--- src/rtl/arb_pkg.sv ---
// Shared types and the round-robin pick function for the 4-way arbiter.
package arb_pkg;

  localparam int unsigned NUM_REQ = 4;
  localparam int unsigned SEL_W   = 2;

  typedef logic [SEL_W-1:0] sel_t;

  // Output stage occupancy; FULL means the output register holds a word.
  typedef enum logic {
    StEmpty,
    StFull
  } out_state_e;

  // First set bit of req, searching from ptr upward with wrap.
  // Scanning from the farthest offset down lets the nearest one win last.
  function automatic sel_t rr_pick(input logic [NUM_REQ-1:0] req, input sel_t ptr);
    sel_t idx;
    rr_pick = ptr;
    for (int i = NUM_REQ - 1; i >= 0; i--) begin
      idx = ptr + sel_t'(i);
      if (req[idx]) rr_pick = idx;
    end
  endfunction

endpackage

--- src/rtl/mux.sv ---
// 4:1 data multiplexer, purely combinational.
module mux #(
  parameter int unsigned WIDTH = 8
) (
  input  logic [WIDTH-1:0] i_a,
  input  logic [WIDTH-1:0] i_b,
  input  logic [WIDTH-1:0] i_c,
  input  logic [WIDTH-1:0] i_d,
  input  logic [1:0]       i_sel,
  output logic [WIDTH-1:0] o_y
);

  // Select one of four words.
  always_comb begin
    o_y = i_a;
    unique case (i_sel)
      2'd0: o_y = i_a;
      2'd1: o_y = i_b;
      2'd2: o_y = i_c;
      2'd3: o_y = i_d;
      default: o_y = i_a;
    endcase
  end

endmodule

--- src/rtl/mux_rr_arbiter.sv ---
// Round-robin arbiter sharing a 4:1 mux between four valid/ready requesters,
// feeding a single registered output stage with valid/ready handshake.
module mux_rr_arbiter
  import arb_pkg::*;
#(
  parameter int unsigned WIDTH = 8
) (
  input  logic               i_clk,
  input  logic               i_rst_n,
  input  logic [NUM_REQ-1:0] i_valid,
  output logic [NUM_REQ-1:0] o_ready,
  input  logic [WIDTH-1:0]   i_a,
  input  logic [WIDTH-1:0]   i_b,
  input  logic [WIDTH-1:0]   i_c,
  input  logic [WIDTH-1:0]   i_d,
  output logic               o_valid,
  input  logic               i_ready,
  output logic [WIDTH-1:0]   o_data,
  output sel_t               o_src
);

  out_state_e       state_q;
  sel_t             ptr_q;
  sel_t             src_q;
  logic [WIDTH-1:0] data_q;

  logic             load;
  logic             any_req;
  sel_t             win;
  logic [WIDTH-1:0] mux_y;

  // Load when the output register is empty or being drained this cycle.
  always_comb begin
    load    = (state_q == StEmpty) || i_ready;
    any_req = |i_valid;
    win     = rr_pick(i_valid, ptr_q);
    o_ready = '0;
    if (load && any_req) o_ready[win] = 1'b1;
  end

  mux #(
    .WIDTH (WIDTH)
  ) u_mux (
    .i_a   (i_a),
    .i_b   (i_b),
    .i_c   (i_c),
    .i_d   (i_d),
    .i_sel (win),
    .o_y   (mux_y)
  );

  // Output stage FSM and priority pointer; pointer moves only on a real grant.
  always_ff @(posedge i_clk or negedge i_rst_n) begin
    if (!i_rst_n) begin
      state_q <= StEmpty;
      ptr_q   <= '0;
      src_q   <= '0;
      data_q  <= '0;
    end else if (load) begin
      if (any_req) begin
        state_q <= StFull;
        data_q  <= mux_y;
        src_q   <= win;
        ptr_q   <= win + sel_t'(1);
      end else begin
        state_q <= StEmpty;
      end
    end
  end

  assign o_valid = (state_q == StFull);
  assign o_data  = data_q;
  assign o_src   = src_q;

endmodule

--- config.mk ---
export PLATFORM = sky130hd
export DESIGN_NAME = mux_rr_arbiter
export DESIGN_NICKNAME = d
export VERILOG_FILES = /design/src/rtl/arb_pkg.sv /design/src/rtl/mux.sv /design/src/rtl/mux_rr_arbiter.sv
export SDC_FILE = /design/constraint.sdc
export NUM_CORES = 1
export LEC_CHECK = 0
export BUFFER_PORTS_ARGS = -buffer_cell sky130_fd_sc_hd__buf_4
export CAP_MARGIN = 10
export CORE_MARGIN = 2
export CORE_UTILIZATION = 29
export CTS_CLUSTER_DIAMETER = 50
export DETAILED_ROUTE_END_ITERATION = 6
export SLEW_MARGIN = 25
export SYNTH_ARGS = -nofsm -noshare
export SYNTH_HDL_FRONTEND = slang
export SYNTH_SLANG_ARGS = --single-unit
--- constraint.sdc ---
create_clock -name i_clk -period 4.1 [get_ports i_clk]
set_input_delay 0.615 -clock i_clk [delete_from_list [all_inputs] [get_ports i_clk]]
set_output_delay 0.615 -clock i_clk [all_outputs]
set_load 0.02 [all_outputs]
== Yosys cells after proc, flatten, opt, wreduce, memory -nomap -nowiden ==
Index checks and enable logic that the tools add are counted.

* Bits of input ports: 39
* Output and inout port bits: 15
* Bits in registers: 13

* Eq/ne operators: 3
* $add $sub $neg: 4
* $lt $le $gt $ge: 6
* Mux-type cells: 17
* Bitwise operators: 1
* Reduce and logical (&&, ||, !) cells: 6

{| class="wikitable"
|+ Operators with widths
! cell !! count
|-
| $pmux W8 S4 || 1
|-
| $lt A2 B3 Y1 const B || 5
|-
| $bmux W1 S2 || 4
|-
| $mux W2 || 4
|-
| $mux W1 || 6
|-
| $add A2 B1 Y2 const B || 2
|-
| $add A2 B2 Y2 const B || 2
|-
| $eq A2 B2 Y1 const B || 2
|-
| $mux W4 || 1
|-
| $reduce_or A4 Y1 || 1
|-
| $demux W1 S2 || 1
|-
| $eq A2 B1 Y1 const B || 1
|-
| $ge A2 B1 Y1 const B || 1
|-
| $logic_and A1 B1 Y1 || 2
|-
| $logic_not A2 Y1 || 1
|-
| $reduce_and A2 Y1 || 1
|-
| $logic_or A1 B1 Y1 || 1
|-
| $not A1 Y1 || 1
|}

== Logic depth before layout (Yosys ltp) ==
Gate-level depths: netlist (run 1).

* Word-level depth: 12
* Mapped depth: 9
* Depth with buffers taken out: 8

== Hierarchy ==
A second synthesis (run 1) with hierarchy kept.

* Cells, all modules: 67
* Area, all modules: 814.5 sq um

{| class="wikitable"
|+ By module, submodules not included
! module !! cells each !! area each (sq um) !! instances
|-
| mux_rr_arbiter || 57 || 618.1 || 1
|-
| mux || 10 || 196.4 || 1
|}

== Worst setup path before layout (run 1) ==
Ideal clock, no wire load.

* Path type: input-to-output
* Start: input i_valid[0]
* End: output o_ready[2]
* Path slack: 1.627 ns
* Arrival time: 1.858 ns
* Cell stages on the path: 5
* Buffers on the path: 1
* Required time: 3.485 ns
* Cell sequence: nor2b_2 > o41ai_4 > ha_1 > buf_1 > and2_1

* Cells in the longest elaborated chain, start to end: 11

{| class="wikitable"
|+ RTL lines
! item !! RTL line !! source
|-
| start: declaration || mux_rr_arbiter.sv:10 || <nowiki>input logic [NUM_REQ-1:0] i_valid,</nowiki>
|-
| $bmux W1 S2 || arb_pkg.sv:22 || <nowiki>if (req[idx]) rr_pick = idx;</nowiki>
|-
| $mux W1 (not written as such) || arb_pkg.sv:22 ||
|-
| $mux W2 (3 in series) || arb_pkg.sv:22 ||
|-
| $mux W2 * || arb_pkg.sv:22 ||
|-
| via u_mux.i_sel[1] || mux.sv:9 || <nowiki>input logic [1:0] i_sel,</nowiki>
|-
| $lt A2 B3 Y1 (not written as such) or $ge A2 B1 Y1 (tied branches) || mux_rr_arbiter.sv:38 || <nowiki>if (load && any_req) o_ready[win] = 1'b1;</nowiki>
|-
| $logic_and A1 B1 Y1 (not written as such) || mux_rr_arbiter.sv:38 ||
|-
| $mux W1 (not written as such) || mux_rr_arbiter.sv:38 ||
|-
| $demux W1 S2 * || mux_rr_arbiter.sv:38 ||
|-
| $mux W4 * || mux_rr_arbiter.sv:38 ||
|-
| end: declaration || mux_rr_arbiter.sv:11 || <nowiki>output logic [NUM_REQ-1:0] o_ready,</nowiki>
|}

Mark *: on every way through the listed nets, which the timed path passes. The rest lies on a longest branch. The select of a mux whose other input is x is not followed.

== Worst setup path in the final report (run 1) ==
* Start: input i_valid[0]
* End: output o_ready[1]

Same word-level chain as after synthesis.

==> reports/results.ini, run 1 <==
[status]
status=complete, no violations

[clock_network]
cts_root_buf=clkbuf_4
clock_path_buffers=2
tritoncts=done
cts_buffers=3
cts.sinks=13
cts_resized=0
cts_setup_buffers=0
hold_buffers=0
clock_latency_ns=0.28
path_clk_slew_ns=0.08
htree_levels=1

[synth]
ys_warn_count=0
netlist_instances=99
netlist_area_um2=899.6
yosysSeqAreaShare_pct=36.16
yosys_register_bits=13
yosysUniqueCellTypes=30
synthesis.nets=141
synth.avg_cell_area_um2=9.087

[cells_and_area]
utilization_pct=44.75
nets=194
syn_to_final_growth_pct=49.37
drive_gt1_share_pct=43.05
n_fill_cell=293
diodes=0

[routing]
via_count=1001
routed_wl_mm=2.965
drc=0
firstDrtPassIters=4
drt_first_iter_violations=54
routed_via_density=5.440
wl_per_cell_um=16.11
detail-route-antenna-nets=0

[sta]
tns_ns=0
clock.fmax_mhz=361.3
hold_viol=0
slew_violations=0
finClkSkew_ns=0.001720
worst_slew_pin_slew_ns=0.6139
fin_ws_ns=1.332
holdWs_ns=0.1626
setup_viol=0
slew_headroom_pct=59.07
rsz0062_at_grt=false
finalCritPeriodShare_pct=67.51
period_minus_slack_ns=2.768

[floorplan]
core.rowCount=20
io_pins=54
core_area_mm2=0.003003
start_util_pct=29.96
dieArea_mm2=0.003563
die_w_um=59.70
die_y_um=59.70

[worst_setup_path]
cp-endpoint=o_ready[1]
crit_top_cell=buf_4
slowest_stage=o41ai_4
worstReg2RegEnd=o_data[4]$_DFFE_PN0P_
arrival_ns=2.15
crit_fanout=9
crit_path_start_kind=input port
max_stage_delay_ns=0.43
r2r_start=ptr_q[1]$_DFFE_PN0P_
reg2reg_slack_ns=1.83
setup.worst_path.start=i_valid[0]
required_ns=3.48
path_cells=buf_4 > nor2b_2 > o41ai_4 > inv_1 > ha_1 > and2_1 > buf_4
crit_type=input port to output pin
critPathCaptureType=output pin
ff2ff_path_depth=7

[placement]
preCtsSetupSlack_ns=1.345
place.gp.congestion=0.7716
portBuffers=53
hpwl_mm=2.269

[grt]
grt_pass1_wl_mm=4.443
first_global_vias=948
grt_max_degree=15
grt_util_all_layers_pct=16.79
gr-total-overflow=0
grt_antenna_before_repair=0

[power_and_ir_drop]
power_density_mw_per_mm2=564.9
power_mw=0.7591
peakVddDrop_v=0.0001580
power_leakage_nw=0.6344

[job]
drv_cap=0

[hold_path]
hp-class=input port to asynchronous set/reset pin

==> per-layer routing <==
layer  vias up  GRT usage, %  share of wire [%]  routed length, um
li1        480             -                  -                  -
met5         -             0                  0                  0
met3         5         1.732                5.3                158
met2        34         25.93                 47               1394
met4         0         7.619                1.2                 37
met1       482         23.52                 46               1374
==> placed cells by master, fill, tap and decap left out, types with 2 or more instances in the layout <==
cell type	n
nor3_1	2
inv_1	5
nand2_1	14
a21oi_1	3
o21ai_1	10
buf_4	53
ha_1	3
clkbuf_4	3
a221o_1	8
dfrtp_1	13
o21ai_0	8
and2_1	2
nand2b_1	2
a31oi_1	8
==> worst max-delay path: cells and delay by family <==
| kind | cells | cell delay [ns] |
|---|---|---|
| simple gates | 2 | 0.37 |
| fa+ha+maj | 1 | 0.33 |
| compound gates | 1 | 0.43 |
| buf+inv | 3 | 0.40 |
==> worst min path at each step <==
stage	slack [ns]	end	cells after the start
2_1_floorplan	0.32	o_data[0]$_DFFE_PN0P_	0
3_3_place_gp	0.47	o_data[1]$_DFFE_PN0P_	2
3_5_place_dp	0.48	o_data[1]$_DFFE_PN0P_	1
4_1_cts	0.17	o_data[2]$_DFFE_PN0P_	1
5_1_grt	0.16	o_data[2]$_DFFE_PN0P_	1
6_report	0.16	o_data[2]$_DFFE_PN0P_	1
==> where the power goes <==
| group | switching, mW | internal (mW) | total [mW] |
|---|---|---|---|
| Clock | 0.0454 | 0.0378 | 0.0832 |
| Sequential | 0.0399 | 0.182 | 0.222 |
| Combinational | 0.247 | 0.207 | 0.454 |
| Total | 0.332 | 0.427 | 0.759 |
==> flip-flops by register name, indices dropped and copies added (netlist names) <==
name / count
o_data: 8
ptr_q: 2
o_valid: 1
o_src: 2
==> cells in the mapped netlist (all sizes together) <==
library cell	n	area (um^2)
nand2b	2	12.51
a31oi	8	50.05
nand2	14	52.55
o221a	1	11.26
o21ai	18	90.09
o41ai	1	27.53
nand3	1	5.000
nor4	1	12.51
dfrtp	13	325.3
a221o	8	80.08
nand4bb	1	11.26
inv	6	22.52
nor2	1	3.750
a22oi	1	7.510
mux2	2	22.52
a21oi	4	23.77
o311ai	1	26.28
ha	3	37.54
nor3	2	10.01
nor2b	2	15.02
and3	1	11.26
a21o	1	7.510
and2	2	12.51
buf	5	21.27
==> cells by family (layout without fill, tap and decap cells) <==
logic type,count (synthesis),after routing,synth area share (%)
AOI/OAI and AO/OA,43,43,36.02
and+or+nand+nor,27,27,16.27
DFF,13,13,36.16
buffers and inverters,11,63,4.868
adders and majority gates,3,3,4.173
muxes,2,2,2.503
==> stage by stage <==
stage / cells / area [um^2]
CTS: 184 / 1344
detailed placement: 180 / 1318
floorplan: 99 / 899.6
global route: 184 / 1344
global placement: 180 / 1318
finish: 184 / 1344
==> layout make-up <==
cell class	count	area [um^2]	area share, %
clock buffer	4	26.28	1.955
inverter	6	22.52	1.676
multi-input combinational	75	530.5	39.48
sequential	13	325.3	24.21
tap	33	41.29	3.073
timing repair buffer	53	397.9	29.61
Power figures use the tool's default switching activity.
==> run 2, diff against run 1 <==
--- a/config.mk
+++ b/config.mk
@@ -5,6 +5,7 @@
 export SDC_FILE = /design/constraint.sdc
 export NUM_CORES = 1
 export LEC_CHECK = 0
+export ABC_AREA = 1
 export BUFFER_PORTS_ARGS = -buffer_cell sky130_fd_sc_hd__buf_4
 export CAP_MARGIN = 10
 export CORE_MARGIN = 2
==> constraint.sdc (replaced) <==
create_clock -name i_clk -period 2.9 [get_ports i_clk]
set_input_delay 0.435 -clock i_clk [delete_from_list [all_inputs] [get_ports i_clk]]
set_output_delay 0.435 -clock i_clk [all_outputs]
set_load 0.02 [all_outputs]
==> run 2 against run 1 <==
Routed wire length fell by 0.13%. Critical path depth rose by 6. Sequential power rose by 56%. Sequential share of layout area fell by 3.0 points. Count of clock-buffer cells in the layout did not move. Register-to-register slack got worse by 1.2 ns. Total power rose to 2.5 times the previous value. Flip-flop and latch count did not move. Cell count rose by 41%. Combinational power rose to 3.1 times the previous value. Area after synthesis rose by 19%. Highest routed layer unchanged.
==> reports/results.ini, run 2 <==
[cells_and_area]
largest_reg_flops=8  ; unchanged
mostFrequentLayoutCells=65 x nand2_1, 54 x buf_4, 21 x inv_1  ; was 53 x buf_4, 14 x nand2_1, 13 x dfrtp_1
multi_input_area_um2=603.1  ; was 530.5 um^2
regArea_um2=326.6  ; was 325.3 um^2
syn_to_final_growth_pct=43.69  ; was 49.37%
n_fill_cell=391  ; was 293
final_common_cell=nand2_1  ; was buf_4
diodes=0  ; unchanged
nets=254  ; was 194
drive_gt1_share_pct=35.07  ; was 43.05%

[placement]
place.gp.congestion=0.8070  ; was 0.7716
preCtsSetupSlack_ns=0.4164  ; was 1.345 ns
hpwl_mm=2.362  ; was 2.269 mm
portBuffers=53  ; unchanged

[status]
status=complete, no violations  ; unchanged

[worst_setup_path]
path_cells=inv_6 > nand2_1 > nand2_1 > nand2_1 > nand2_1 > inv_2 > nand2_2 > nand3_4 > nand2_4 > ha_2 > inv_1 > nor2_1 > buf_4  ; was buf_4 > nor2b_2 > o41ai_4 > inv_1 > ha_1 > and2_1 > buf_4
path_delay_family=simple AND/OR/NAND/NOR gates  ; was compound AO/OA/AOI/OAI gates
arrival_ns=2.18  ; was 2.15 ns
critPathBufInv=4  ; was 3
slowest_stage=dfrtp_2  ; was o41ai_4
crit_top_cell=nand2_1  ; was buf_4
critPathCaptureType=output pin  ; unchanged
crit_path_start_kind=flip-flop  ; was input port
crit_type=flip-flop to output pin  ; was input port to output pin
required_ns=2.47  ; was 3.48 ns
max_stage_delay_ns=0.49  ; was 0.43 ns
crit_fanout=9  ; unchanged

[grt]
first_global_vias=1095  ; was 948
grt_antenna_before_repair=0  ; unchanged
gr-total-overflow=0  ; unchanged
grt_max_degree=17  ; was 15
grt_pass1_wl_mm=4.788  ; was 4.443 mm
grt_util_all_layers_pct=14.76  ; was 16.79%

[sta]
rsz0062_at_grt=false  ; unchanged
finClkSkew_ns=0.002111  ; was 0.001720 ns
clock.fmax_mhz=382.5
hold_viol=0  ; unchanged
finalCritPeriodShare_pct=90.15
worst_slew_pin_slew_ns=0.5558  ; was 0.6139 ns
slew_headroom_pct=62.94  ; was 59.07%
slew_violations=0  ; unchanged
period_minus_slack_ns=2.614
setup_viol=0  ; unchanged
tns_ns=0  ; unchanged
fin_ws_ns=0.2857  ; was 1.332 ns

[clock_network]
cts.sinks=13  ; unchanged
path_clk_slew_ns=0.06  ; was 0.08 ns
clock_path_buffers=2  ; unchanged
cts_buffers=3  ; unchanged
cts_root_buf=clkbuf_8  ; was clkbuf_4
cts_setup_buffers=0  ; unchanged
htree_levels=1  ; unchanged
tritoncts=done  ; unchanged
clock_latency_ns=0.24  ; was 0.28 ns

[synth]
synth-simple-area-share_pct=39.49  ; was 16.27%
netlist_area_mm2=0.001071  ; was 899.6 um^2
synth_top_family_by_area=simple AND/OR/NAND/NOR gates  ; was compound AO/OA/AOI/OAI gates
yosysMostFrequentCell=nand2_1  ; unchanged
synthAdderAreaFrac_pct=3.505  ; was 4.172%
synth_edf_count=0  ; unchanged
synth_common_cells=65 x nand2_1, 21 x inv_1, 13 x dfrtp_1  ; was 14 x nand2_1, 13 x dfrtp_1, 10 x o21ai_1
yosys_register_bits=13  ; unchanged
yosysSeqAreaShare_pct=30.37  ; was 36.16%
synth_compound_area_share_pct=12.85  ; was 36.02%
synth_xor_area_share_pct=0  ; unchanged
yosysUniqueCellTypes=24  ; was 30
synth_top_cell_by_area=dfrtp_1  ; unchanged
synth_top_area_share_pct=30.37  ; was 36.16%
ys_warn_count=0  ; unchanged
synth_area_leaders=dfrtp_1 30%, nand2_1 23%, inv_1 7.4%, a221oi_1 6.5%, nand4_1 4.7%  ; was dfrtp_1 36%, a221o_1 8.9%, nand2_1 5.8%, a31oi_1 5.6%, o21ai_1 5.6%
synth_flop_cell=dfrtp_1  ; unchanged
netlist_instances=160  ; was 99
synthesis.nets=202  ; was 141
synth.avg_cell_area_um2=6.694  ; was 9.087 um^2
muxShareOfSynthArea_pct=0  ; was 2.503%
async_reset_ff_share_pct=100.0  ; unchanged

[floorplan]
die_w_um=64.77  ; was 59.70 um
dieArea_mm2=0.004195  ; was 0.003563 mm^2
start_util_pct=29.70  ; was 29.96%
io_pins=54  ; unchanged
core.rowCount=22  ; was 20
die_y_um=64.77  ; was 59.70 um
core_area_mm2=0.003606  ; was 0.003003 mm^2

[routing]
firstDrtPassIters=4  ; unchanged
wl_per_cell_um=11.43  ; was 16.11 um
detail-route-antenna-nets=0  ; unchanged
drt_first_iter_violations=61  ; was 54
routed_wl_mm=2.961  ; was 2.965 mm
via_count=1141  ; was 1,001
drc=0  ; unchanged
routed_via_density=4.405  ; was 5.440

[power_and_ir_drop]
peakVddDrop_v=0.0006346  ; was 0.0001580 V
power_density_mw_per_mm2=1250  ; was 564.9 mW/mm^2
power_leakage_nw=0.8691  ; was 0.6344 nW

[hold_path]
hp-class=input port to asynchronous set/reset pin  ; unchanged

[job]
drv_cap=0  ; unchanged

run 2: changes by cell type after synthesis, sizes merged, moves of 8 or more:
cell / change
nand2: +58
inv: +19
o21ai: -15
a221o: -8
a221oi: +8
a31oi: -8
nand4: +8
run 2: cell families (layout without fill, tap and decap cells):
logic type                 Yosys count  in the layout
and+or+nand+nor                     91             91
buffers and inverters               32             83
AOI/OAI and AO/OA                   21             21
DFF                                 13             13
adders and majority gates            3              3
run 2: per-stage QoR:
step | total power [mW] | utilization [%] | hold slack [ns] | std cells | area [um^2]
after global placement | 1.748 | 41.26 | 0.2931 | 255 | 1488
after floorplan | 1.414 | - | 0.1394 | 160 | 1071
after global routing | 2.134 | 42.68 | 0.03380 | 259 | 1539
after CTS | 1.920 | 42.51 | 0.03173 | 259 | 1533
after detailed placement | 1.744 | 41.26 | 0.2952 | 255 | 1488
final | 1.924 | 42.68 | 0.02652 | 259 | 1539
run 2: layer usage:
| layer | vias to the layer above | GRT usage (%) | routed length (um) |
|---|---|---|---|
| li1 | 614 | - | - |
| met1 | 495 | 20.62 | 1472 |
| met2 | 28 | 22.94 | 1346 |
| met3 | 4 | 2.604 | 110 |
| met4 | 0 | 4.787 | 31 |
| met5 | - | 0 | 0 |
run 2: final timing paths:
kind                                       startpoint               endpoint  slack [ns]  cells past startpoint
max in group asynchronous                     i_rst_n   ptr_q[0]$_DFFE_PN0P_        2.69                      1
worst min register to register  o_data[6]$_DFFE_PN0P_  o_data[6]$_DFFE_PN0P_        0.48                      2
worst max register to register   ptr_q[0]$_DFFE_PN0P_  o_data[1]$_DFFE_PN0P_        0.61                     15
min in group i_clk                         i_valid[1]    o_valid$_DFFE_PN0P_        0.42                      3
worst min-delay path                          i_rst_n  o_data[4]$_DFFE_PN0P_        0.03                      1
worst max-delay path             ptr_q[0]$_DFFE_PN0P_             o_ready[2]        0.29                     13
run 2: area by class of cell:
type,instances,area share (%)
well taps,48,3.902
multi-input cells,115,39.19
clock buffers,4,2.927
flip-flops and latches,13,21.22
inverters,25,6.423
repair buffers,54,26.34
run 2: timing repair:
item,CTS,global route
resized for setup,0,3
endpoints found under the setup margin,0,2
hold buffers,0,0
run 2: where the power goes:
| group | internal [mW] | switching, mW | leakage, nW |
|---|---|---|---|
| clock | 0.0971 | 0.0679 | 0.0228 |
| sequential | 0.271 | 0.0751 | 0.155 |
| combinational | 0.550 | 0.863 | 0.692 |
| total | 0.918 | 1.01 | 0.869 |
